`src/rtl/ir_nec_decoder.sv`:
```
// NEC IR remote decoder: synchronizes the receiver pin, times bursts/spaces in
// microseconds and reports validated address/command frames and repeat codes.
module ir_nec_decoder #(
  parameter int unsigned sys_clk_freq = 100_000_000,
  parameter int unsigned timeout_us   = 12_000
) (
  input  logic       clk,
  input  logic       reset_p,
  input  logic       ir_rx,
  output logic [7:0] addr,
  output logic [7:0] cmd,
  output logic       frame_valid,
  output logic       repeat_valid,
  output logic       err,
  output logic       busy
);

  localparam int unsigned PRESC = sys_clk_freq / 1_000_000;
  localparam int PW = (PRESC > 1) ? $clog2(PRESC) : 1;
  localparam logic [PW-1:0] PRESC_LAST = PW'(PRESC - 1);
  // The edge cycle itself counts as the first tick, so an interval of N us reads as N.
  localparam logic [PW-1:0] PRESC_START = (PRESC == 1) ? PW'(0) : PW'(1);
  localparam logic [13:0]   US_START    = (PRESC == 1) ? 14'd1 : 14'd0;
  localparam logic [13:0]   US_MAX      = 14'h3FFF;
  localparam logic [13:0]   US_TIMEOUT  = 14'(timeout_us);

  typedef enum logic [2:0] {
    IDLE, LEAD_BURST, LEAD_SPACE, BIT_BURST, BIT_SPACE, REPEAT_BURST
  } state_t;

  logic          sync1_q, sync1_d, sync2_q, sync2_d, prev_q, prev_d;
  logic          fall_q, fall_d, rise_q, rise_d;
  logic [PW-1:0] presc_q, presc_d;
  logic [13:0]   us_q, us_d;
  state_t        state_q, state_d;
  logic [31:0]   shreg_q, shreg_d;
  logic [5:0]    bit_cnt_q, bit_cnt_d;
  logic          have_frame_q, have_frame_d;
  logic [7:0]    addr_q, addr_d, cmd_q, cmd_d;
  logic          fv_q, fv_d, rv_q, rv_d, err_q, err_d;
  logic          edge_seen;

  function automatic logic in_win(input logic [13:0] v, input logic [13:0] lo,
                                  input logic [13:0] hi);
    return (v >= lo) && (v <= hi);
  endfunction

  always_comb begin
    sync1_d   = ir_rx;
    sync2_d   = sync1_q;
    prev_d    = sync2_q;
    fall_d    = prev_q & ~sync2_q;
    rise_d    = ~prev_q & sync2_q;
    edge_seen = fall_q | rise_q;

    presc_d = presc_q;
    us_d    = us_q;
    if (edge_seen) begin
      presc_d = PRESC_START;
      us_d    = US_START;
    end else if (presc_q == PRESC_LAST) begin
      presc_d = '0;
      us_d    = (us_q == US_MAX) ? us_q : us_q + 14'd1;
    end else begin
      presc_d = presc_q + PW'(1);
    end
  end

  always_comb begin
    state_d      = state_q;
    shreg_d      = shreg_q;
    bit_cnt_d    = bit_cnt_q;
    have_frame_d = have_frame_q;
    addr_d       = addr_q;
    cmd_d        = cmd_q;
    fv_d         = 1'b0;
    rv_d         = 1'b0;
    err_d        = 1'b0;

    unique case (state_q)
      IDLE: if (fall_q) state_d = LEAD_BURST;
      LEAD_BURST:
        if (rise_q) state_d = in_win(us_q, 14'd8000, 14'd10000) ? LEAD_SPACE : IDLE;
      LEAD_SPACE:
        if (fall_q) begin
          if (in_win(us_q, 14'd4000, 14'd5000)) begin
            state_d   = BIT_BURST;
            bit_cnt_d = '0;
          end else if (in_win(us_q, 14'd2000, 14'd2500)) begin
            state_d = REPEAT_BURST;
          end else begin
            err_d   = 1'b1;
            state_d = IDLE;
          end
        end
      BIT_BURST:
        if (rise_q) begin
          if (!in_win(us_q, 14'd400, 14'd700)) begin
            err_d   = 1'b1;
            state_d = IDLE;
          end else if (bit_cnt_q < 6'd32) begin
            state_d = BIT_SPACE;
          end else begin
            state_d = IDLE;
            if (shreg_q[15:8] == ~shreg_q[7:0] && shreg_q[31:24] == ~shreg_q[23:16]) begin
              addr_d       = shreg_q[7:0];
              cmd_d        = shreg_q[23:16];
              fv_d         = 1'b1;
              have_frame_d = 1'b1;
            end else begin
              err_d = 1'b1;
            end
          end
        end
      BIT_SPACE:
        if (fall_q) begin
          if (in_win(us_q, 14'd400, 14'd700) || in_win(us_q, 14'd1400, 14'd1900)) begin
            shreg_d   = {in_win(us_q, 14'd1400, 14'd1900), shreg_q[31:1]};
            bit_cnt_d = bit_cnt_q + 6'd1;
            state_d   = BIT_BURST;
          end else begin
            err_d   = 1'b1;
            state_d = IDLE;
          end
        end
      REPEAT_BURST:
        if (rise_q) begin
          state_d = IDLE;
          if (in_win(us_q, 14'd400, 14'd700)) rv_d = have_frame_q;
          else err_d = 1'b1;
        end
      default: state_d = IDLE;
    endcase

    // A stalled line aborts the frame; an edge in the same cycle takes priority.
    if (state_q != IDLE && !edge_seen && us_q >= US_TIMEOUT) begin
      err_d   = 1'b1;
      state_d = IDLE;
    end

    if (err_d) have_frame_d = 1'b0;
  end

  always_ff @(posedge clk or posedge reset_p) begin
    if (reset_p) begin
      sync1_q      <= 1'b1;
      sync2_q      <= 1'b1;
      prev_q       <= 1'b1;
      fall_q       <= 1'b0;
      rise_q       <= 1'b0;
      presc_q      <= '0;
      us_q         <= '0;
      state_q      <= IDLE;
      shreg_q      <= '0;
      bit_cnt_q    <= '0;
      have_frame_q <= 1'b0;
      addr_q       <= '0;
      cmd_q        <= '0;
      fv_q         <= 1'b0;
      rv_q         <= 1'b0;
      err_q        <= 1'b0;
    end else begin
      sync1_q      <= sync1_d;
      sync2_q      <= sync2_d;
      prev_q       <= prev_d;
      fall_q       <= fall_d;
      rise_q       <= rise_d;
      presc_q      <= presc_d;
      us_q         <= us_d;
      state_q      <= state_d;
      shreg_q      <= shreg_d;
      bit_cnt_q    <= bit_cnt_d;
      have_frame_q <= have_frame_d;
      addr_q       <= addr_d;
      cmd_q        <= cmd_d;
      fv_q         <= fv_d;
      rv_q         <= rv_d;
      err_q        <= err_d;
    end
  end

  assign addr         = addr_q;
  assign cmd          = cmd_q;
  assign frame_valid  = fv_q;
  assign repeat_valid = rv_q;
  assign err          = err_q;
  assign busy         = (state_q != IDLE);

endmodule
```
`config.mk`:
```
export PLATFORM = sky130hd
export DESIGN_NAME = ir_nec_decoder
export DESIGN_NICKNAME = d
export VERILOG_FILES = /design/src/rtl/ir_nec_decoder.sv
export SDC_FILE = /design/constraint.sdc
export NUM_CORES = 1
export LEC_CHECK = 0
export ABC_AREA = 1
export BUFFER_PORTS_ARGS = -buffer_cell sky130_fd_sc_hd__buf_2
export CAP_MARGIN = 20
export CORE_MARGIN = 2
export CORE_UTILIZATION = 54
export CTS_CLUSTER_SIZE = 8
export DETAILED_ROUTE_END_ITERATION = 6
export PLACE_DENSITY = 0.7
export SYNTH_ARGS = -nofsm -noshare
export SYNTH_HDL_FRONTEND = slang
export SYNTH_SLANG_ARGS = --single-unit
```
`constraint.sdc`:
```
create_clock -name clk -period 4.3 [get_ports clk]
set_input_delay 0.86 -clock clk [delete_from_list [all_inputs] [get_ports clk]]
set_output_delay 0.86 -clock clk [all_outputs]
set_load 0.02 [all_outputs]
```
* Word-level counts from Yosys, hierarchy flattened
Cells that the tools add are included.
Storage, ports and cells: register bits 87, bits in latches 0, memory bits (writable) 0, memory bits (read-only) 0, bits of input ports 3, output and inout port bits 20, logic and storage cells 135, memories kept 0
Operators by class: add/subtract/negate cells 3, $mul 0, div/mod/pow operators 0, $lt $le $gt $ge 12, equality and inequality tests 21, shift operators 0, muxes and demuxes 51, bitwise operators 8, reductions and logical operators 24
Operators with widths (number):
- 14-bit 2-to-1 mux | 3
- 3-bit 2-to-1 mux | 11
- 14-bit by 11-bit >= comparator with 1-bit output, second input constant | 2
- 1-bit 2-to-1 mux | 26
- 6-bit 2-to-1 mux | 4
- 3-bit != test, second input constant | 6
- 3-bit case mux with 6 select lines | 1
- 8-bit == test | 2
- 8-bit NOT | 2
- 5-bit AND reduction | 3
- 14-bit by 1-bit adder with 14-bit output, second input constant | 1
- 14-bit == test, second input constant | 1
- 14-bit by 12-bit >= comparator with 1-bit output, second input constant | 1
- 14-bit by 13-bit >= comparator with 1-bit output, second input constant | 1
- 14-bit >= comparator, second input constant | 1
- 14-bit by 9-bit >= comparator with 1-bit output, second input constant | 1
- 14-bit by 10-bit <= comparator with 1-bit output, second input constant | 1
- 14-bit by 11-bit <= comparator with 1-bit output, second input constant | 1
- 14-bit by 12-bit <= comparator with 1-bit output, second input constant | 1
- 14-bit by 13-bit <= comparator with 1-bit output, second input constant | 1
- 14-bit <= comparator, second input constant | 1
- 7-bit 2-to-1 mux | 2
- 2-bit != test, second input constant | 6
- 6-bit case mux with 2 select lines | 1
- other kinds (21) | 39

* Depth between registers and ports, before layout
Gate-level depths: netlist of the first run.
depth after elaboration 11, depth in mapped cells 14, mapped depth without buffers 14

* Least setup slack after synthesis of the first run
No wires, ideal clock.
kind register to register, from register us_q[13], to register shreg_q[10], library setup time 0.126 ns, data arrival time 1.620 ns, data required time 4.174 ns, setup slack 2.554 ns, cell stages (with the launch flop) 15, buffers on the path 2, path through dfrtp_1 -> buf_6 -> inv_1 -> nand2_2 -> nor2_4 -> nand3_1 -> nor2_1 -> inv_1 -> nand2_1 -> nand2_1 -> nand2_2 -> nor2_4 -> buf_2 -> nand2_1 -> o21ai_0
On the way: word-level cells in the longest chain between the ends 4, elaborated cells between the ends (all ways) 8
Ends and longest elaborated chain:
- from (decl) | RTL line 34 | logic [13:0] us_q, us_d;
- from (signal assigned) | RTL line 169 | us_q <= us_d;
- 14-bit by 9-bit >= comparator with 1-bit output (tied with other cells) | RTL line 45 | return (v >= lo) && (v <= hi);
- 1-bit logical AND | RTL line 45
- 1-bit logical OR (*) | RTL line 117 | if (in_win(us_q, 14'd400, 14'd700) || in_win(us_q, 14'd1400, 14'd1900)) begin
- 3-bit AND reduction (no source line) (*)
- to (signal assigned) | RTL line 171 | shreg_q <= shreg_d;
- to (decl) | RTL line 36 | logic [31:0] shreg_q, shreg_d;
Mark *: on every way between the ends. The rest lies on a longest branch, timed or not. A chain may end at the register's enable or synchronous reset.

* Worst setup path after layout of the first run
from register us_q[11], to register shreg_q[12]
Same word-level chain as after synthesis.

==> run metrics, run 1 <==
Syn-to-layout area delta=9.06%; Top Usage Layer GRT=met2; wirelength, routed=10000 um; GRT Total Usage=22.9%; M1 GR Usage=32.3%; ANT nets after route=0; most numerous cell in the Yosys netlist=nand2_1; IO Pins=23; Slew headroom=31.6%; largest net degree at the start of global routing=62; Hold WC Path Type=reg -> reg; clock slew at the register clock pins of the worst setup and hold paths=0.09 ns; width of the die=97.1 um; power per standard cell area=329 mW/mm2; GRT Residual Overflow=0; Post-Synthesis Cells=652; vias in the first global route=3797; initial DRC count=235; Post-Syn Area=0.00468 mm2; Ys Warns=0; DP Worst Slack=1.71 ns; fmax=383 MHz; commonest cells in the netlist=nand2_1, dfrtp_1, nor2_1; internal reg-to-reg setup slack=1.69 ns; unrepaired setup endpoints after global routing=no; Startpoint Class=flip-flop; Die Area=0.00943 mm2; maximum VDD drop=0.000187 V; PortBufs=22; slowest stage delay, CP=0.81 ns; outcome=finished, final reports clean; WS Path Type=reg -> reg; min Tclk post-route=2.61 ns; post-layout util=61.5%; Clk Latency, worst-skew pair=0.36 ns; share of cells above drive strength 1=9.43%; H-Tree Depth=3; hold_buf cts=0; Async SR Flop Fraction=100%; worst slew pin tran=1.02 ns; clock sink total=87; fillers=771; top area cells in the synthesized netlist=dfrtp_1, nand2_1, nor2_1, inv_1, o21ai_0; n_diodes=0; via density per instance=5.15; cell taking the most area after synthesis=dfrtp_1; Die Height=97.1 um; Crit-path slowest cell=nor2_4; clock root cell=clkbuf_8; Residual DRC=0; Crit path buffers/inverters=1; CTS tree=yes; Synth Area per Inst=7.18 um2; crit path DAT=2.80 ns; # Max-Cap Violations=0; final hold vios=0; Core ar.=0.00830 mm2; top cell type's share of synthesized area=44.9%; Initial Util=56.4%; # rows=33; Pre-antenna DRT Iters=5; register area=0.00218 mm2; Vias=4034; crit path max fanout=61; Final #Nets=682; multi-input logic area=0.00214 mm2; Yosys cell types=34; post-synthesis net count=659; CTS max path bufs=2; RePlAce Congestion=0.984; hold slack=0.369 ns; setup_tns=0 ns; Post-CTS Repair Setup Buffers=0; final setup margin=1.69 ns; first-pass GRT wire length=17700 um; initial antenna violation count=0; crit share post-route=60.8%; Pleak=2.60 nW; Slew Limit Fails=0; Final HPWL DP=7410 um; Max Clock Skew=0.0147 ns; Data required, critical path=4.49 ns; CTS Buf Count=9; cell mode on critical path=nand2_1; cell family contributing the most delay on the critical path=simple AND/OR/NAND/NOR gates; met3 GRT Util=4.10%; Worst setup EP type=flip-flop; post-DR wirelength/cell=12.8 um; crit path cell chain=inv_1 > nand2_2 > nor2_4 > nand3b_1 > nand2_1 > nand2_1 > nand2_1 > nand2_2 > nor2_4 > o21ai_0; GRT met2 Usage=36.3%; final setup fails=0; Top FF cell, synth=dfrtp_1; Post-synth EDFFs=0; FF+latch count, synth=87; Seq/Total Area, Yosys=46.6%; Resize count post-CTS=0
[through the flow]
| step | instances | total power, mW | cell area (um2) |
|---|---|---|---|
| 3_3_place_gp | 769 | 1.01 | 4870 |
| 4_1_cts | 784 | 1.70 | 5100 |
| 2_1_floorplan | 652 | 0.973 | 4680 |
| 6_report | 784 | 1.68 | 5100 |
| 3_5_place_dp | 769 | 1.01 | 4870 |
| 5_1_grt | 784 | 1.75 | 5100 |
[worst register-to-register path: cells and delay by family (launching register included)]
family,cells,cell delay [ns]
and+or+nand+nor,8,1.57
DFF,1,0.46
buffers and inverters,1,0.21
AOI/OAI and AO/OA,1,0.21
[cell usage in the layout, fill, tap and decap left out, drive strengths merged]
| master | synthesis | final |
|---|---|---|
| inv | 75 | 75 |
| nand3 | 39 | 39 |
| dfstp | 3 | 3 |
| and3 | 1 | 1 |
| nor4 | 1 | 1 |
| nand4 | 7 | 7 |
| clkinvlp | 0 | 1 |
| o31ai | 3 | 3 |
| a21oi | 13 | 13 |
| xnor2 | 2 | 2 |
| clkinv | 1 | 2 |
| nand2 | 247 | 247 |
| bufinv | 0 | 3 |
| dfrtp | 84 | 84 |
| ha | 4 | 4 |
| nand3b | 2 | 2 |
| buf | 9 | 25 |
| a31oi | 2 | 2 |
| or2 | 1 | 1 |
| nor3b | 3 | 3 |
| nor3 | 14 | 14 |
| xor2 | 8 | 8 |
| a32oi | 1 | 1 |
| clkbuf | 4 | 10 |
| nor2 | 81 | 81 |
| o21ai | 47 | 47 |
[final cells by class]
class	instances	area share [%]
inverter	76	5.61
clock inverter	5	2.08
clock buffer	10	2.50
multi-input combinational	476	41.9
sequential	87	42.7
tap	105	2.57
timing repair buffer	25	2.60
[layer usage]
layer  up-vias  part of all wire [%]
met4         0                   1.8
li1       2077                     -
met2        95                    46
met5         -                     0
met3        15                   4.6
met1      1847                    48
[kinds of logic after synthesis]
group | count (synthesis) | share of synthesized area [%]
fa+ha+maj | 4 | 1.07
simple gates | 396 | 35.3
xor+xnor | 10 | 1.87
buf+inv | 89 | 7.70
compound gates | 66 | 7.43
flops | 87 | 46.6
[state kept, by name, summed over array words and instances, names as in the netlist, 3 cells and up]
| register | count |
|---|---|
| bit_cnt_q | 6 |
| presc_q | 7 |
| shreg_q | 32 |
| state_q | 3 |
| cmd | 8 |
| us_q | 14 |
| addr | 8 |
[path summary, 6_finish.rpt]
check,start,depth (start not counted),end
hold reg to reg,sync1_q,0,prev_d
min in group asynchronous,reset_p,2,us_q[1]
setup / recovery,us_q[11],10,shreg_q[12]
setup reg to reg,us_q[11],10,shreg_q[12]
hold / removal,sync1_q,0,prev_d
max in group asynchronous,reset_p,3,prev_d
[where the power goes]
part	leakage [nW]	internal, mW	total, mW	switching (mW)
Combinational	1.29	0.0419	0.141	0.0989
Sequential	1.19	0.838	0.857	0.0188
Clock	0.113	0.385	0.682	0.296
Total	2.60	1.27	1.68	0.414
Note: power is estimated with default switching activity, not from simulation.
==> run 2: changes to the inputs <==
- PLACE_DENSITY: 0.7 -> 0.72
- clock period: 4.3 -> 2.2 ns (I/O delays scaled with it)
==> run metrics, run 2 (synthesized netlist as in run 1, its figures left out) <==
outcome=finished, final reports clean; most frequent cells in the layout=nand2_1, dfrtp_1, nor2_1; Data required, critical path=2.44 ns (-2.05 ns); Residual DRC=0 (unchanged); clock sink total=87 (unchanged); Vias=4211 (+4.4%); crit share post-route=90.9% (+30 points); final setup fails=0 (unchanged); RePlAce Congestion=0.948 (-3.6%); ANT nets after route=0 (unchanged); non-filler cells, final=801 (+2.2%); Hold WC Path Type=in -> async; Post-Place Cells=784 (+2.0%); worst slew pin tran=0.422 ns (-0.601 ns); setup_tns=0 ns (unchanged); finished layout cell area=0.00525 mm2 (+2.9%); Clk Latency, worst-skew pair=0.36 ns (about the same); Die Height=97.1 um (unchanged); CTS Buf Count=9 (unchanged); slowest stage delay, CP=0.49 ns (-0.32 ns); initial DRC count=237 (+0.85%); CTS tree=yes; Combinational Power Share=9.6% (+1.2 points); Initial Util=56.4% (unchanged); area post-placement=0.00502 mm2 (+3.1%); unrepaired setup endpoints after global routing=no; wirelength, routed=10500 um (+5.1%); largest reg by FF count=shreg_q; PortBufs=22 (unchanged); Pleak=2.68 nW (+3.4%); clock root cell=clkbuf_8; share of cells above drive strength 1=12.6% (+3.2 points); worst r2r src=us_q[12]; GRT Total Usage=24.1% (+1.1 points); Final HPWL DP=7790 um (+5.2%); Final #Nets=698 (+2.3%); Slew Limit Fails=0 (unchanged); clock slew at the register clock pins of the worst setup and hold paths=0.09 ns (about the same); crit path DAT=2.24 ns (-0.56 ns); Pre-antenna DRT Iters=5 (unchanged); internal power=2.26 mW (+79%); Worst Reg-to-Reg Cells=13 (+3); final hold vios=0 (unchanged); Psw=0.833 mW (+100%); crit path max fanout=21 (-66%); hold_buf cts=0 (unchanged); metal2 WL=4990 um (+8.7%); # Max-Cap Violations=0 (unchanged); wire length on met3=480 um (+3.4%); max reg flops=32 (unchanged); min Tclk post-route=2.00 ns (-0.613 ns); Die Area=0.00943 mm2 (unchanged); Core ar.=0.00830 mm2 (unchanged); power per standard cell area=590 mW/mm2 (+79%); via density per instance=5.26 (+2.2%); IO Pins=23 (unchanged); crit path cell chain=inv_4 > nand2_2 > nor2_4 > nand3_1 > nor2_4 > inv_1 > nand2_1 > nand2_1 > nand2_4 > nor2_4 > buf_4 > nand2_1 > o21ai_0; H-Tree Depth=3 (unchanged); Top Metal Used=met4; WL met1=4850 um (+1.0%); largest net degree at the start of global routing=67 (+8.1%); maximum VDD drop=0.000276 V (+48%); WS Path Type=reg -> reg; # rows=33 (unchanged); hold slack=0.156 ns (-0.213 ns); Startpoint Class=flip-flop; initial antenna violation count=0 (unchanged); post-DR wirelength/cell=13.2 um (+2.9%); first-pass GRT wire length=18700 um (+5.6%); Worst setup EP type=flip-flop; Syn-to-layout area delta=12.2%; width of the die=97.1 um (unchanged); GRT Residual Overflow=0 (unchanged); Largest regs=shreg_q: 32 flops, us_q: 14 flops; Crit-path slowest cell=dfrtp_2; vias in the first global route=4116 (+8.4%); Sw Ratio=26.9% (+2.2 points); sequential share of power=54.1% (+3.1 points); most common cell after layout, fill and taps aside=nand2_1; CTS max path bufs=2 (unchanged); Slew headroom=71.8% (+40 points); fmax=500 MHz (+31%); n_diodes=0 (unchanged); Max Clock Skew=0.0155 ns (+0.000813 ns); clock share of power=36.3% (-4.3 points); internal reg-to-reg setup slack=0.20 ns (-1.49 ns); total power=3.10 mW (+84%); reg-to-reg endpoint=shreg_q[27]
-- run 2: worst max-delay path by stage --
stage / from / end / slack (ns) / cells after the start
2_1_floorplan: us_q[13] / shreg_q[10] / 0.45 / 14
3_3_place_gp: us_q[13] / bit_cnt_q[5] / 0.01 / 13
3_5_place_dp: us_q[13] / bit_cnt_q[3] / 0.03 / 13
4_1_cts: us_q[13] / bit_cnt_q[3] / 0.009 / 13
5_1_grt: us_q[9] / shreg_q[19] / 0.002 / 12
6_report: us_q[12] / shreg_q[27] / 0.20 / 13
-- run 2: area by class of cell --
class	instances	area, um2
inverter	76	292
timing repair buffer	41	290
multi-input combinational	476	2160
sequential	87	2180
clock buffer	10	128
fill	771	3050
clock inverter	6	68.8
tap	105	131
-- run 2: power groups by stage --
stage	Sequential [mW]	Combinational, mW	Clock (mW)
global route	1.68	0.335	1.23
finish	1.68	0.296	1.13
detailed placement	1.70	0.296	0
floorplan	1.70	0.206	0
CTS	1.67	0.297	1.16
global placement	1.70	0.284	0
-- run 2: metrics by stage --
| stage | setup slack [ns] | utilization (%) |
|---|---|---|
| final | 0.200 | 63.3 |
| after global routing | 0.00219 | 63.3 |
| after CTS | 0.00943 | 62.9 |
| after global placement | 0.0109 | 60.5 |
| after floorplan | 0.454 | - |
| after detailed placement | 0.0344 | 60.5 |
-- run 2: per-layer routing --
metal,vias to the layer above,GRT usage (%)
met2,100,39.6
met5,-,0
met1,1966,31.8
met3,24,4.53
li1,2121,-
met4,0,8.88
-- run 2: what timing repair did --
action                     in CTS  in global routing
setup endpoints to repair       0                 38
buffers inserted                0                  1
gates resized for setup         0                 11
-- run 2: worst max-delay path: cells and delay by family, from the launching register on --
kind	cells	cell delay (ns)
buffers and inverters	3	0.37
AO/OA/AOI/OAI	1	0.07
AND/OR/NAND/NOR	9	0.94
flip-flops	1	0.49
